[config.mk]
export PLATFORM = sky130hd
export DESIGN_NAME = fp32_reduce_sum_seq_flat
export DESIGN_NICKNAME = d
export VERILOG_FILES = /design/src/rtl/fp32_reduce_sum_seq_if.sv /design/src/rtl/fp32_reduce_sum_seq.sv /design/src/flat_wrapper.sv
export SDC_FILE = /design/constraint.sdc
export NUM_CORES = 1
export LEC_CHECK = 0
export ABC_CLOCK_PERIOD_IN_PS = 3390
export CORE_ASPECT_RATIO = 1.75
export CORE_UTILIZATION = 50
export CTS_CLUSTER_DIAMETER = 40
export DETAILED_ROUTE_END_ITERATION = 8
export GPL_TIMING_DRIVEN = 0
export PLACE_DENSITY = 0.8
export SYNTH_ARGS = -nofsm -noshare
export SYNTH_HDL_FRONTEND = slang
export SYNTH_SLANG_ARGS = --single-unit
[constraint.sdc]
create_clock -name clk -period 3.39 [get_ports clk]
set_input_delay 0.5085 -clock clk [delete_from_list [all_inputs] [get_ports clk]]
set_output_delay 0.5085 -clock clk [all_outputs]
set_load 0.01 [all_outputs]
[src/rtl/fp32_reduce_sum_seq_if.sv]
//------------------------------------------------------------------------------
// fp32_reduce_sum_seq_if
// Element stream, sum stream and adder-side signals of the FP32 reduce sequencer.
// Revision: 1.0
//------------------------------------------------------------------------------
`default_nettype none

interface fp32_reduce_sum_seq_if #(
  parameter int DATA_WIDTH = 32
);
  logic [DATA_WIDTH-1:0] in_data;
  logic                  in_valid;
  logic                  in_last;
  logic                  in_ready;
  logic [DATA_WIDTH-1:0] out_data;
  logic                  out_valid;
  logic                  out_ready;
  logic [DATA_WIDTH-1:0] add_a;
  logic [DATA_WIDTH-1:0] add_b;
  logic                  add_vld;
  logic                  add_en;
  logic [DATA_WIDTH-1:0] add_res;
  logic                  add_res_vld;

  // Environment side: element source, sum sink and the adder.
  modport master (
    output in_data, in_valid, in_last, out_ready, add_res, add_res_vld,
    input  in_ready, out_data, out_valid, add_a, add_b, add_vld, add_en
  );

  // Sequencer side.
  modport slave (
    input  in_data, in_valid, in_last, out_ready, add_res, add_res_vld,
    output in_ready, out_data, out_valid, add_a, add_b, add_vld, add_en
  );
endinterface

`default_nettype wire

[src/rtl/fp32_reduce_sum_seq.sv]
//------------------------------------------------------------------------------
// fp32_reduce_sum_seq
// Streaming FP32 sum reduction around an external pipelined adder; one sum per vector.
// Revision: 1.0
//------------------------------------------------------------------------------
`default_nettype none

module fp32_reduce_sum_seq #(
  parameter int DATA_WIDTH = 32,
  parameter int ADD_LAT    = 3,
  parameter int POOL_DEPTH = 4
) (
  input  wire logic            clk,
  input  wire logic            rst,
  fp32_reduce_sum_seq_if.slave bus
);

  localparam int PTR_W = (POOL_DEPTH > 1) ? $clog2(POOL_DEPTH) : 1;
  localparam int CNT_W = $clog2(POOL_DEPTH + 1);
  localparam int INF_W = $clog2(ADD_LAT + 2);

  typedef enum logic [1:0] {
    S_ACCUM = 2'd0,
    S_DRAIN = 2'd1,
    S_OUT   = 2'd2
  } state_t;

  state_t                state;
  state_t                state_next;

  logic [DATA_WIDTH-1:0] pool [POOL_DEPTH];
  logic [PTR_W-1:0]      rd_ptr;
  logic [PTR_W-1:0]      wr_ptr;
  logic [CNT_W-1:0]      pool_cnt;
  logic [INF_W-1:0]      inflight;

  logic [DATA_WIDTH-1:0] add_a_q;
  logic [DATA_WIDTH-1:0] add_b_q;
  logic                  add_vld_q;
  logic [DATA_WIDTH-1:0] out_data_q;

  logic                  in_ready;
  logic                  accept;
  logic                  res_push;
  logic                  in_push;
  logic [1:0]            pop_n;
  logic                  issue;
  logic                  latch_out;
  logic [DATA_WIDTH-1:0] op_a;
  logic [DATA_WIDTH-1:0] op_b;
  logic [DATA_WIDTH-1:0] head;
  logic [DATA_WIDTH-1:0] head1;
  logic [PTR_W-1:0]      res_slot;

  function automatic logic [PTR_W-1:0] ptr_inc(input logic [PTR_W-1:0] p);
    if (p == PTR_W'(POOL_DEPTH - 1)) begin
      return '0;
    end
    return p + 1'b1;
  endfunction

  assign in_ready = (state == S_ACCUM) && !rst;
  assign accept   = bus.in_valid && in_ready;
  // A result arriving with nothing outstanding belongs to a pre-reset add.
  assign res_push = bus.add_res_vld && (inflight != '0);
  assign head     = pool[rd_ptr];
  assign head1    = pool[ptr_inc(rd_ptr)];
  assign res_slot = in_push ? ptr_inc(wr_ptr) : wr_ptr;

  always_comb begin
    state_next = state;
    in_push    = 1'b0;
    pop_n      = 2'd0;
    issue      = 1'b0;
    latch_out  = 1'b0;
    op_a       = add_a_q;
    op_b       = add_b_q;
    case (state)
      S_ACCUM: begin
        if (accept) begin
          if (pool_cnt != '0) begin
            issue = 1'b1;
            op_a  = bus.in_data;
            op_b  = head;
            pop_n = 2'd1;
          end else begin
            in_push = 1'b1;
          end
          if (bus.in_last) begin
            state_next = S_DRAIN;
          end
        end
      end
      S_DRAIN: begin
        if (pool_cnt >= CNT_W'(2)) begin
          issue = 1'b1;
          op_a  = head;
          op_b  = head1;
          pop_n = 2'd2;
        end else if ((pool_cnt == CNT_W'(1)) && (inflight == '0) && !bus.add_res_vld) begin
          latch_out  = 1'b1;
          pop_n      = 2'd1;
          state_next = S_OUT;
        end
      end
      S_OUT: begin
        if (bus.out_ready) begin
          state_next = S_ACCUM;
        end
      end
      default: begin
        state_next = S_ACCUM;
      end
    endcase
  end

  always_ff @(posedge clk) begin
    if (rst) begin
      state <= S_ACCUM;
    end else begin
      state <= state_next;
    end
  end

  // Storage is data-only; validity is tracked entirely by pool_cnt.
  always_ff @(posedge clk) begin
    if (in_push) begin
      pool[wr_ptr] <= bus.in_data;
    end
    if (res_push) begin
      pool[res_slot] <= bus.add_res;
    end
  end

  always_ff @(posedge clk) begin
    if (rst) begin
      rd_ptr   <= '0;
      wr_ptr   <= '0;
      pool_cnt <= '0;
      inflight <= '0;
    end else begin
      case (pop_n)
        2'd1:    rd_ptr <= ptr_inc(rd_ptr);
        2'd2:    rd_ptr <= ptr_inc(ptr_inc(rd_ptr));
        default: rd_ptr <= rd_ptr;
      endcase
      case ({in_push, res_push})
        2'b10, 2'b01: wr_ptr <= ptr_inc(wr_ptr);
        2'b11:        wr_ptr <= ptr_inc(ptr_inc(wr_ptr));
        default:      wr_ptr <= wr_ptr;
      endcase
      pool_cnt <= pool_cnt + CNT_W'(in_push) + CNT_W'(res_push) - CNT_W'(pop_n);
      inflight <= inflight + INF_W'(issue) - INF_W'(res_push);
    end
  end

  always_ff @(posedge clk) begin
    if (rst) begin
      add_a_q    <= '0;
      add_b_q    <= '0;
      add_vld_q  <= 1'b0;
      out_data_q <= '0;
    end else begin
      add_vld_q <= issue;
      if (issue) begin
        add_a_q <= op_a;
        add_b_q <= op_b;
      end
      if (latch_out) begin
        out_data_q <= head;
      end
    end
  end

  assign bus.in_ready  = in_ready;
  assign bus.out_valid = (state == S_OUT);
  assign bus.out_data  = out_data_q;
  assign bus.add_a     = add_a_q;
  assign bus.add_b     = add_b_q;
  assign bus.add_vld   = add_vld_q;
  assign bus.add_en    = 1'b1;

endmodule

`default_nettype wire

[src/flat_wrapper.sv]
// flat-port wrapper written by rule: the top's interface ports become plain ports
module fp32_reduce_sum_seq_flat 
#(
  parameter int DATA_WIDTH = 32,
  parameter int ADD_LAT    = 3,
  parameter int POOL_DEPTH = 4
)
  (clk, rst, bus_in_data, bus_in_valid, bus_in_last, bus_out_ready, bus_add_res, bus_add_res_vld, bus_in_ready, bus_out_data, bus_out_valid, bus_add_a, bus_add_b, bus_add_vld, bus_add_en);
  fp32_reduce_sum_seq_if #(.DATA_WIDTH(DATA_WIDTH)) bus_i ();
  input  wire logic clk;
  input  wire logic rst;
  input wire logic [$bits(bus_i.in_data)-1:0] bus_in_data;
  input wire logic [$bits(bus_i.in_valid)-1:0] bus_in_valid;
  input wire logic [$bits(bus_i.in_last)-1:0] bus_in_last;
  input wire logic [$bits(bus_i.out_ready)-1:0] bus_out_ready;
  input wire logic [$bits(bus_i.add_res)-1:0] bus_add_res;
  input wire logic [$bits(bus_i.add_res_vld)-1:0] bus_add_res_vld;
  output wire logic [$bits(bus_i.in_ready)-1:0] bus_in_ready;
  output wire logic [$bits(bus_i.out_data)-1:0] bus_out_data;
  output wire logic [$bits(bus_i.out_valid)-1:0] bus_out_valid;
  output wire logic [$bits(bus_i.add_a)-1:0] bus_add_a;
  output wire logic [$bits(bus_i.add_b)-1:0] bus_add_b;
  output wire logic [$bits(bus_i.add_vld)-1:0] bus_add_vld;
  output wire logic [$bits(bus_i.add_en)-1:0] bus_add_en;
  assign bus_i.in_data = bus_in_data;
  assign bus_i.in_valid = bus_in_valid;
  assign bus_i.in_last = bus_in_last;
  assign bus_i.out_ready = bus_out_ready;
  assign bus_i.add_res = bus_add_res;
  assign bus_i.add_res_vld = bus_add_res_vld;
  assign bus_in_ready = bus_i.in_ready;
  assign bus_out_data = bus_i.out_data;
  assign bus_out_valid = bus_i.out_valid;
  assign bus_add_a = bus_i.add_a;
  assign bus_add_b = bus_i.add_b;
  assign bus_add_vld = bus_i.add_vld;
  assign bus_add_en = bus_i.add_en;
  fp32_reduce_sum_seq #(.DATA_WIDTH(DATA_WIDTH), .ADD_LAT(ADD_LAT), .POOL_DEPTH(POOL_DEPTH)) u_core (.clk(clk), .rst(rst), .bus(bus_i));
endmodule
==> flow_metrics.tcl <==
set metrics [dict create \
    status "complete, no violations" \
    grt_setup_unrepaired "no" \
    tightest_slew_ps 792 \
    hold_depth 2 \
    top_layer "met4" \
    cts.sinks 239 \
    layout.nets 1239 \
    htree_levels 1 \
    core_region_area_um2 22800 \
    p_total_mw 10.3 \
    grt_first_pass_wirelength_um 52000 \
    placementRows 73 \
    power_density_nw_per_um2 703 \
    cts_tree "done" \
    dieArea_um2 24000 \
    met1_length_um 11400 \
    avgViaCountPerCell 6.14 \
    fin_crit_sh_pct 93.7 \
    hold_viol_final 0 \
    path_class "in -> out" \
    post_cts_buffers 0 \
    fin_hold_ws_ps 453 \
    synth.avg_cell_area_um2 12.2 \
    wl_per_cell_um 23.0 \
    wl_met3_um 2120 \
    first_pass_iters 6 \
    stdcell_count 1478 \
    grt_overflow_total 0 \
    clk_pin_slew_ps 60 \
    ys_seq_elements 239 \
    min_from "u_core.bus.out_data[8]" \
    synth_nets 1041 \
    drive_gt1_share_pct 22.8 \
    clock_path_buffers 3 \
    grt_use_total_pct 28.5 \
    synth_top_area_cell "edfxtp_1" \
    setup_tns_ps 0 \
    die_h_um 204 \
    reg2reg_to "u_core.inflight[1]" \
    layout_setup_ws_ps 213 \
    seq_area_frac_synth_pct 52.0 \
    post-place-ws_ps -348 \
    start_util_pct 51.1 \
    r2r_slack_ps 270 \
    port_buffers 168 \
    maxCapViolations 0 \
    hpwl_um 24100 \
    ys_types 41 \
    cts-root-buf "clkbuf_16" \
    p_leak_nw 4.94 \
    die_x_um 117 \
    cp_max_fo 10 \
    cts-resized-gates 0 \
    worst_ir_drop_vdd_mv 0.413 \
    syn_to_final_growth_pct 25.7 \
    grt_pass1_vias 9490 \
    drv_slew 0 \
    hold_buffers 0 \
    end_kind "primary output" \
    drtIter0Drc 743 \
    fmax_mhz 315 \
    final_common_cell "nand2_1" \
    ios 170 \
    final_cell_area_um2 14700 \
    slew_headroom_pct 47.2 \
    min_to "u_core.bus.out_data[8]" \
    place_area_um2 13800 \
    netlist_instances 958 \
    antenna_found_initial 4 \
    grt_max_degree 20 \
    layout_common_cells "198 x nand2_1, 168 x clkdlybuf4s50_1, 128 x edfxtp_1, 122 x mux2_2, 111 x dfxtp_1" \
    num_vias 9070 \
    required_ps 2880 \
    rr_worst_depth 7 \
    syn_area_um2 11700 \
    drt-total-wl_um 34100 \
    synthTopCellsByArea "edfxtp_1 33%, dfxtp_1 19%, mux4_2 12%, mux2_2 12%, nand2_1 6.5%" \
    dpl.cell_count 1430 \
    clkLatencyLatePin_ps 520 \
    r2r_start "u_core.state[1]" \
    gp_congestion 0.856 \
    utilization_pct 64.3 \
    drc_errors 0 \
    ant_nets 0 \
    final.min_clock_period_ps 3180 \
    yosysWarningCount 0 \
    start_kind "input port" \
    hp-class "reg -> reg" \
    synth_top_area_share_pct 32.9 \
    finalSetupViolations 0 \
    worst_clock_skew_ps 15.9 \
    cp_data_arrival_time_ps 2670 \
    routed-wl-met2_um 18500 \
    numCtsBuffers 24 \
]
synthesized netlist by cell type, drive strengths merged:
| master | n |
|---|---|
| a211oi | 2 |
| mux2i | 2 |
| nor3b | 1 |
| buf | 26 |
| a21o | 1 |
| xnor2 | 6 |
| or3 | 1 |
| inv | 11 |
| nor2 | 75 |
| nor4b | 2 |
| nand2 | 201 |
| o21ai | 4 |
| or4b | 1 |
| nor2b | 7 |
| o21a | 1 |
| xor2 | 1 |
| mux4 | 64 |
| or2 | 1 |
| nand3 | 2 |
| mux2 | 128 |
| nand4b | 1 |
| a21oi | 42 |
| edfxtp | 128 |
| fa | 3 |
| ha | 10 |
| nand2b | 3 |
| nor3 | 7 |
| and3 | 1 |
| dfxtp | 111 |
| conb | 1 |
| a311oi | 64 |
| clkbuf | 50 |
cell families (layout without fill, tap and decap cells):
logic type / after synthesis / in the layout / synth area share (%)
AO/OA/AOI/OAI: 114 / 114 / 7.19
XOR/XNOR: 7 / 7 / 0.525
adder cells (fa/ha/maj): 13 / 13 / 1.59
buffers and inverters: 87 / 303 / 3.24
flip-flops: 239 / 239 / 52.0
multiplexers: 194 / 194 / 24.9
other: 1 / 5 / 0.0321
AND/OR/NAND/NOR: 303 / 303 / 10.6
worst max-delay path, stage by stage:
cell and delay, ps:
clkdlybuf4s50_1 560, clkbuf_1 410, clkbuf_1 580, nor3_1 90
clkdlybuf4s50_1 510
area by class of cell:
type / instances / area [um^2]
multi-input combinational: 632 / 5240
sequential: 239 / 6070
fill: 1749 / 8160
clock inverter: 12 / 125
timing repair buffer: 172 / 1780
tap: 300 / 375
clock buffer: 32 / 693
buffer: 76 / 337
inverter: 11 / 41.3
antenna: 4 / 10.0
routing by layer:
metal | global-route usage, % | vias to the layer above
met1 | 30.2 | 4498
met2 | 53.4 | 487
met3 | 2.62 | 129
li1 | - | 3956
met4 | 19.0 | 0
met5 | 0 | -
worst max path at each step:
stage	start	to	slack (ps)	cells past startpoint
after floorplan	rst	u_core.pool[1][0]	550	6
after global routing	rst	bus_in_ready	140	5
final	rst	bus_in_ready	210	5
after detailed placement	bus_in_valid	u_core.pool[1][19]	-350	8
after CTS	bus_in_valid	u_core.pool[1][17]	140	8
after global placement	bus_in_valid	u_core.pool[0][7]	-1050	7
flip-flops by register name, summed over array words and instances, names as in the netlist, named ones only:
register and cells:
u_core.state 2, u_core.bus.add_vld 1, u_core.pool_cnt 3, u_core.bus.out_data 32, u_core.inflight 3, u_core.bus.add_b 32, u_core.wr_ptr 2, u_core.pool 128
u_core.rd_ptr 2, u_core.bus.add_a 32
power breakdown:
part           switching (mW)  leakage [nW]  internal [mW]
combinational            1.86          2.48           1.72
sequential              0.309          2.07           3.68
clock                    1.14         0.395           1.60
total                    3.32          4.94           7.00
No activity file was read; power rests on OpenSTA's default activity.
